<file path="config.mk">
export PLATFORM = sky130hd
export DESIGN_NAME = msrv32_wb_port_arbiter
export DESIGN_NICKNAME = d
export VERILOG_FILES = /design/src/rtl/msrv32_wb_port_arbiter.sv
export SDC_FILE = /design/constraint.sdc
export NUM_CORES = 1
export LEC_CHECK = 0
export ABC_AREA = 1
export CAP_MARGIN = 20
export CORE_UTILIZATION = 48
export CTS_CLUSTER_DIAMETER = 50
export DETAILED_ROUTE_END_ITERATION = 12
export PLACE_DENSITY = 0.82
export RECOVER_POWER = 50
export SKIP_CTS_REPAIR_TIMING = 1
export SLEW_MARGIN = 10
export SYNTH_ARGS = -nofsm -noshare
export SYNTH_HDL_FRONTEND = slang
export SYNTH_SLANG_ARGS = --single-unit
</file>
<file path="constraint.sdc">
create_clock -name ms_riscv32_mp_clk_in -period 5.5 [get_ports ms_riscv32_mp_clk_in]
set_clock_uncertainty 0.15 [all_clocks]
set_input_delay 0.55 -clock ms_riscv32_mp_clk_in [delete_from_list [all_inputs] [get_ports ms_riscv32_mp_clk_in]]
set_output_delay 0.55 -clock ms_riscv32_mp_clk_in [all_outputs]
set_load 0.005 [all_outputs]
</file>
<file path="src/rtl/msrv32_wb_port_arbiter.sv">
// Round-robin writeback arbiter for the integer register-file write port,
// with a pending-write scoreboard that stalls decode on busy sources.
module msrv32_wb_port_arbiter #(
   parameter int NUM_REQ = 3,
   parameter int ADDR_W  = 5,
   parameter int DATA_W  = 32
) (
   input  logic                      ms_riscv32_mp_clk_in,
   input  logic                      ms_riscv32_mp_rst_in,
   input  logic [NUM_REQ-1:0]        req_valid_in,
   input  logic [NUM_REQ*ADDR_W-1:0] req_rd_addr_in,
   input  logic [NUM_REQ*DATA_W-1:0] req_data_in,
   output logic [NUM_REQ-1:0]        req_ready_out,
   output logic                      wr_en_out,
   output logic [ADDR_W-1:0]         rd_addr_out,
   output logic [DATA_W-1:0]         rd_out,
   output logic [1:0]                grant_id_out,
   input  logic                      pend_set_in,
   input  logic [ADDR_W-1:0]         pend_addr_in,
   input  logic [ADDR_W-1:0]         rs_1_addr_in,
   input  logic [ADDR_W-1:0]         rs_2_addr_in,
   output logic                      stall_out
);

   localparam int DEPTH = 1 << ADDR_W;

   logic              rst;
   logic [1:0]        ptr;
   logic [1:0]        gidx;
   logic              found;
   logic              acc;
   logic [3:0]        vld4;
   logic [3:0]        rdy4;
   logic [2:0]        j;
   logic [2:0]        ptr_inc;
   logic [1:0]        ptr_nxt;
   logic [ADDR_W-1:0] sel_addr;
   logic [DATA_W-1:0] sel_data;
   logic [DEPTH-1:0]  pend;
   logic [DEPTH-1:0]  pend_nxt;

   assign rst = ms_riscv32_mp_rst_in;

   // First valid requester at or after the pointer, wrapping.
   always_comb begin
      found = 1'b0;
      gidx  = 2'd0;
      rdy4  = 4'd0;
      j     = 3'd0;
      vld4  = 4'(req_valid_in);
      for (int k = 0; k < NUM_REQ; k++) begin
         j = 3'(ptr) + 3'(k);
         if (j >= 3'(NUM_REQ))
            j = j - 3'(NUM_REQ);
         if (!found && vld4[j[1:0]]) begin
            found = 1'b1;
            gidx  = j[1:0];
         end
      end
      if (found && !rst)
         rdy4[gidx] = 1'b1;
   end

   assign req_ready_out = rdy4[NUM_REQ-1:0];
   assign acc           = found & ~rst;

   always_comb begin
      sel_addr = '0;
      sel_data = '0;
      for (int i = 0; i < NUM_REQ; i++) begin
         if (gidx == 2'(i)) begin
            sel_addr = req_rd_addr_in[i*ADDR_W +: ADDR_W];
            sel_data = req_data_in[i*DATA_W +: DATA_W];
         end
      end
   end

   assign ptr_inc = 3'(gidx) + 3'd1;
   assign ptr_nxt = (ptr_inc == 3'(NUM_REQ)) ? 2'd0 : ptr_inc[1:0];

   // Set is applied after clear so a same-edge set on that address wins.
   always_comb begin
      pend_nxt = pend;
      if (acc && sel_addr != '0)
         pend_nxt[sel_addr] = 1'b0;
      if (pend_set_in && pend_addr_in != '0)
         pend_nxt[pend_addr_in] = 1'b1;
      pend_nxt[0] = 1'b0;
   end

   always_ff @(posedge ms_riscv32_mp_clk_in or posedge ms_riscv32_mp_rst_in) begin
      if (ms_riscv32_mp_rst_in) begin
         ptr          <= 2'd0;
         pend         <= '0;
         wr_en_out    <= 1'b0;
         rd_addr_out  <= '0;
         rd_out       <= '0;
         grant_id_out <= 2'd0;
      end else begin
         pend <= pend_nxt;
         if (acc) begin
            ptr          <= ptr_nxt;
            wr_en_out    <= (sel_addr != '0);
            rd_addr_out  <= sel_addr;
            rd_out       <= sel_data;
            grant_id_out <= gidx;
         end else begin
            wr_en_out <= 1'b0;
         end
      end
   end

   assign stall_out = ~rst & (pend[rs_1_addr_in] | pend[rs_2_addr_in]);

endmodule

</file>
==> results.py <==
metrics = {
    "yosys": {
        "synth_top_area_share_pct": 39.8,
        "yosysWarnings": 0,
        "syn_inst": 668,
        "yosysUniqueCellTypes": 34,
        "synth-seq-cells": 73,
        "ys_seq_area_share_pct": 39.8,
        "synth.net_count": 804,
        "synth_area_per_cell_sq_um": 6.87,
        "syn-cell-area_sq_um": 4590,
        "synth_top_cell_by_area": "dfrtp_1",
        "synthTopCellsByArea": "dfrtp_1, nand2_1, nand3_1, nor2_1, a21oi_1",
    },
    "critical_path": {
        "cp-start-kind": "flip-flop",
        "worstRegToRegCells": 14,
        "end_kind": "primary output",
        "crit_arrival_ps": 3120,
        "path_max_fanout": 46,
        "cp.required_ps": 4800,
        "path_class": "reg2out",
    },
    "timing": {
        "fin_crit_ps": 3820,
        "tns_ps": 0,
        "hold_violations": 0,
        "relSlewSlack_pct": -18.2,
        "finalCritPeriodShare_pct": 69.4,
        "rsz0062_at_grt": "no",
        "clock.fmax_mhz": 262,
        "drv_slew": 74,
        "worst_pin_slew_ps": 1770,
        "setup_viol": 0,
        "setup_slack_ps": 1680,
    },
    "hold_path": {
        "holdCritPathClass": "reg2reg",
        "hold_depth": 2,
    },
    "global_routing": {
        "track_usage_pct": 33.9,
        "antenna_found_initial": 0,
        "overflow": 0,
        "grt_pass1_vias": 5329,
        "grt_max_degree": 74,
        "grt_first_pass_wirelength_um": 26000,
    },
    "cells_and_area": {
        "syn_to_final_growth_pct": 43.8,
        "utilization_pct": 71.5,
        "layout_common_cells": "nand2_1, clkdlybuf4s50_1, nor2_1",
        "drive_gt1_share_pct": 4.09,
        "fillers": 731,
        "nets": 963,
        "n_antenna_cell": 0,
        "final_common_cell": "nand2_1",
    },
    "power": {
        "power_frac_clock_pct": 11.5,
        "power_frac_seq_pct": 27.0,
        "net-switching-power_mw": 1.91,
        "p_sw_share_pct": 50.0,
        "leakagePower_nw": 2.95,
        "p_int_mw": 1.90,
        "worst_ir_drop_vdd_mv": 0.375,
        "powerDensity_nw_per_um2": 577,
        "pwr-share-comb_pct": 61.5,
    },
    "routing": {
        "routed_wl_um": 16200,
        "routedWlPerCell_um": 16.9,
        "vias_per_cell": 5.60,
        "drtPass1Iterations": 6,
        "drc_errors": 0,
        "num_vias": 5386,
        "ant_nets": 0,
        "drt-initial-drc-count": 373,
    },
    "placed_design": {
        "gp_congestion": 0.915,
        "port_buffers": 175,
        "dp_hpwl_um": 12500,
        "post-place-ws_ps": 1760,
    },
    "clock_network": {
        "cts_root_buf": "clkbuf_8",
        "h-tree-depth": 3,
        "cts_max_path_buffers": 2,
        "path_clk_slew_ps": 90,
        "clkSinkCount": 73,
        "cts_buffers": 9,
        "cts_tree": "yes",
        "clk_latency_ps": 350,
    },
    "floorplanning": {
        "ioPinCount": 176,
        "die_y_um": 99.8,
        "coreArea_sq_um": 9240,
        "core.rowCount": 35,
        "initial_core_util_pct": 49.7,
        "die-area_sq_um": 9960,
        "chipWidth_um": 99.8,
    },
    "run": {
        "maxCapViolCount": 1,
    },
    "outcome": {
        "violations": "capacitance limit, slew limit",
        "status": "finished, violations left",
    },
}
[power by group through the flow]
| stage | Sequential (mW) | Clock, mW | Combinational (mW) |
|---|---|---|---|
| finish | 1.03 | 0.439 | 2.34 |
| global placement | 1.03 | 0 | 2.29 |
| detailed placement | 1.03 | 0 | 2.34 |
| CTS | 1.03 | 0.440 | 2.35 |
| global route | 1.05 | 0.462 | 2.62 |
| floorplan | 0.964 | 0 | 1.51 |
[registers in the layout, indices dropped and copies added (netlist names)]
register      cells
wr_en_out         1
rd_out           32
rd_addr_out       5
ptr               2
grant_id_out      2
pend             31
[through the flow]
step           area [sq um]  cells  power [mW]  hold WS (ps)
6_report               6600    961        3.81           332
5_1_grt                6600    961        4.13           369
4_1_cts                6610    961        3.82           331
3_5_place_dp           6400    945        3.37           312
3_3_place_gp           6400    945        3.32           311
2_1_floorplan          4590    668        2.48           292
[critical path: stages, from the launching register on]
cell,delay [ps]
dfrtp_1,380
inv_1,90
ha_1,400
inv_1,90
nand2_1,60
nand2_1,80
a21oi_4,190
nand4_1,130
nand2_2,200
buf_4,440
nor2_1,200
clkdlybuf4s50_1,490
[cell usage after synthesis]
cell type  number
nor3_1          8
o21ai_0        56
clkbuf_1       21
a22oi_1        24
nand2_2         4
o21ai_1         1
ha_1            4
a21oi_4         1
a22o_1          2
buf_6           2
buf_2           2
nand2_4         2
buf_4           1
nor2_1         86
or2_1           1
inv_2           1
o21bai_1        1
o211ai_1        1
a41oi_1         1
nand3_1        65
nand3_2         1
a31oi_1         1
nand2_1       177
o22ai_1         5
o221ai_1        5
a21oi_1        62
o311ai_0        1
dfrtp_1        73
nor2_4          1
nor2_2          1
buf_1           6
nand4_2         1
inv_1          45
nand4_1         5
[worst paths after layout]
kind                                      startpoint                         end  slack, ps
worst min-delay path              pend[13]$_DFF_PP0_          pend[13]$_DFF_PP0_        330
worst max register to register    ptr[0]$_DFFE_PP0P_           pend[1]$_DFF_PP0_       1860
worst max-delay path              ptr[0]$_DFFE_PP0P_            req_ready_out[1]       1680
min in group asynchronous       ms_riscv32_mp_rst_in  rd_addr_out[3]$_DFFE_PP0P_       1240
max in group asynchronous       ms_riscv32_mp_rst_in          pend[14]$_DFF_PP0_       2930
worst min register to register    pend[13]$_DFF_PP0_          pend[13]$_DFF_PP0_        330
[metal layers]
metal | part of all wire, % | wire length (um) | GRT usage, %
met5 | 0 | 0 | 0
met4 | 3.8 | 622 | 15.0
met3 | 8.1 | 1320 | 7.80
met2 | 50 | 8080 | 59.7
met1 | 38 | 6220 | 39.4
[final cells by class]
class                   instances  area (sq um)  area share, %
multi-input cells             517          2450           37.2
flip-flops and latches         73          1830           27.7
repair buffers                180          1790           27.1
inverters                      46           173           2.61
well taps                     129           161           2.44
clock buffers                   9           124           1.88
clock inverters                 7          78.8           1.19
[logic make-up after synthesis]
group,Yosys count,share of synthesized area (%)
AND/OR/NAND/NOR,352,32.2
AO/OA/AOI/OAI,161,20.1
buffers and inverters,78,6.84
flip-flops,73,39.8
adder cells (fa/ha/maj),4,1.09
(Power assumes the default switching activity.)
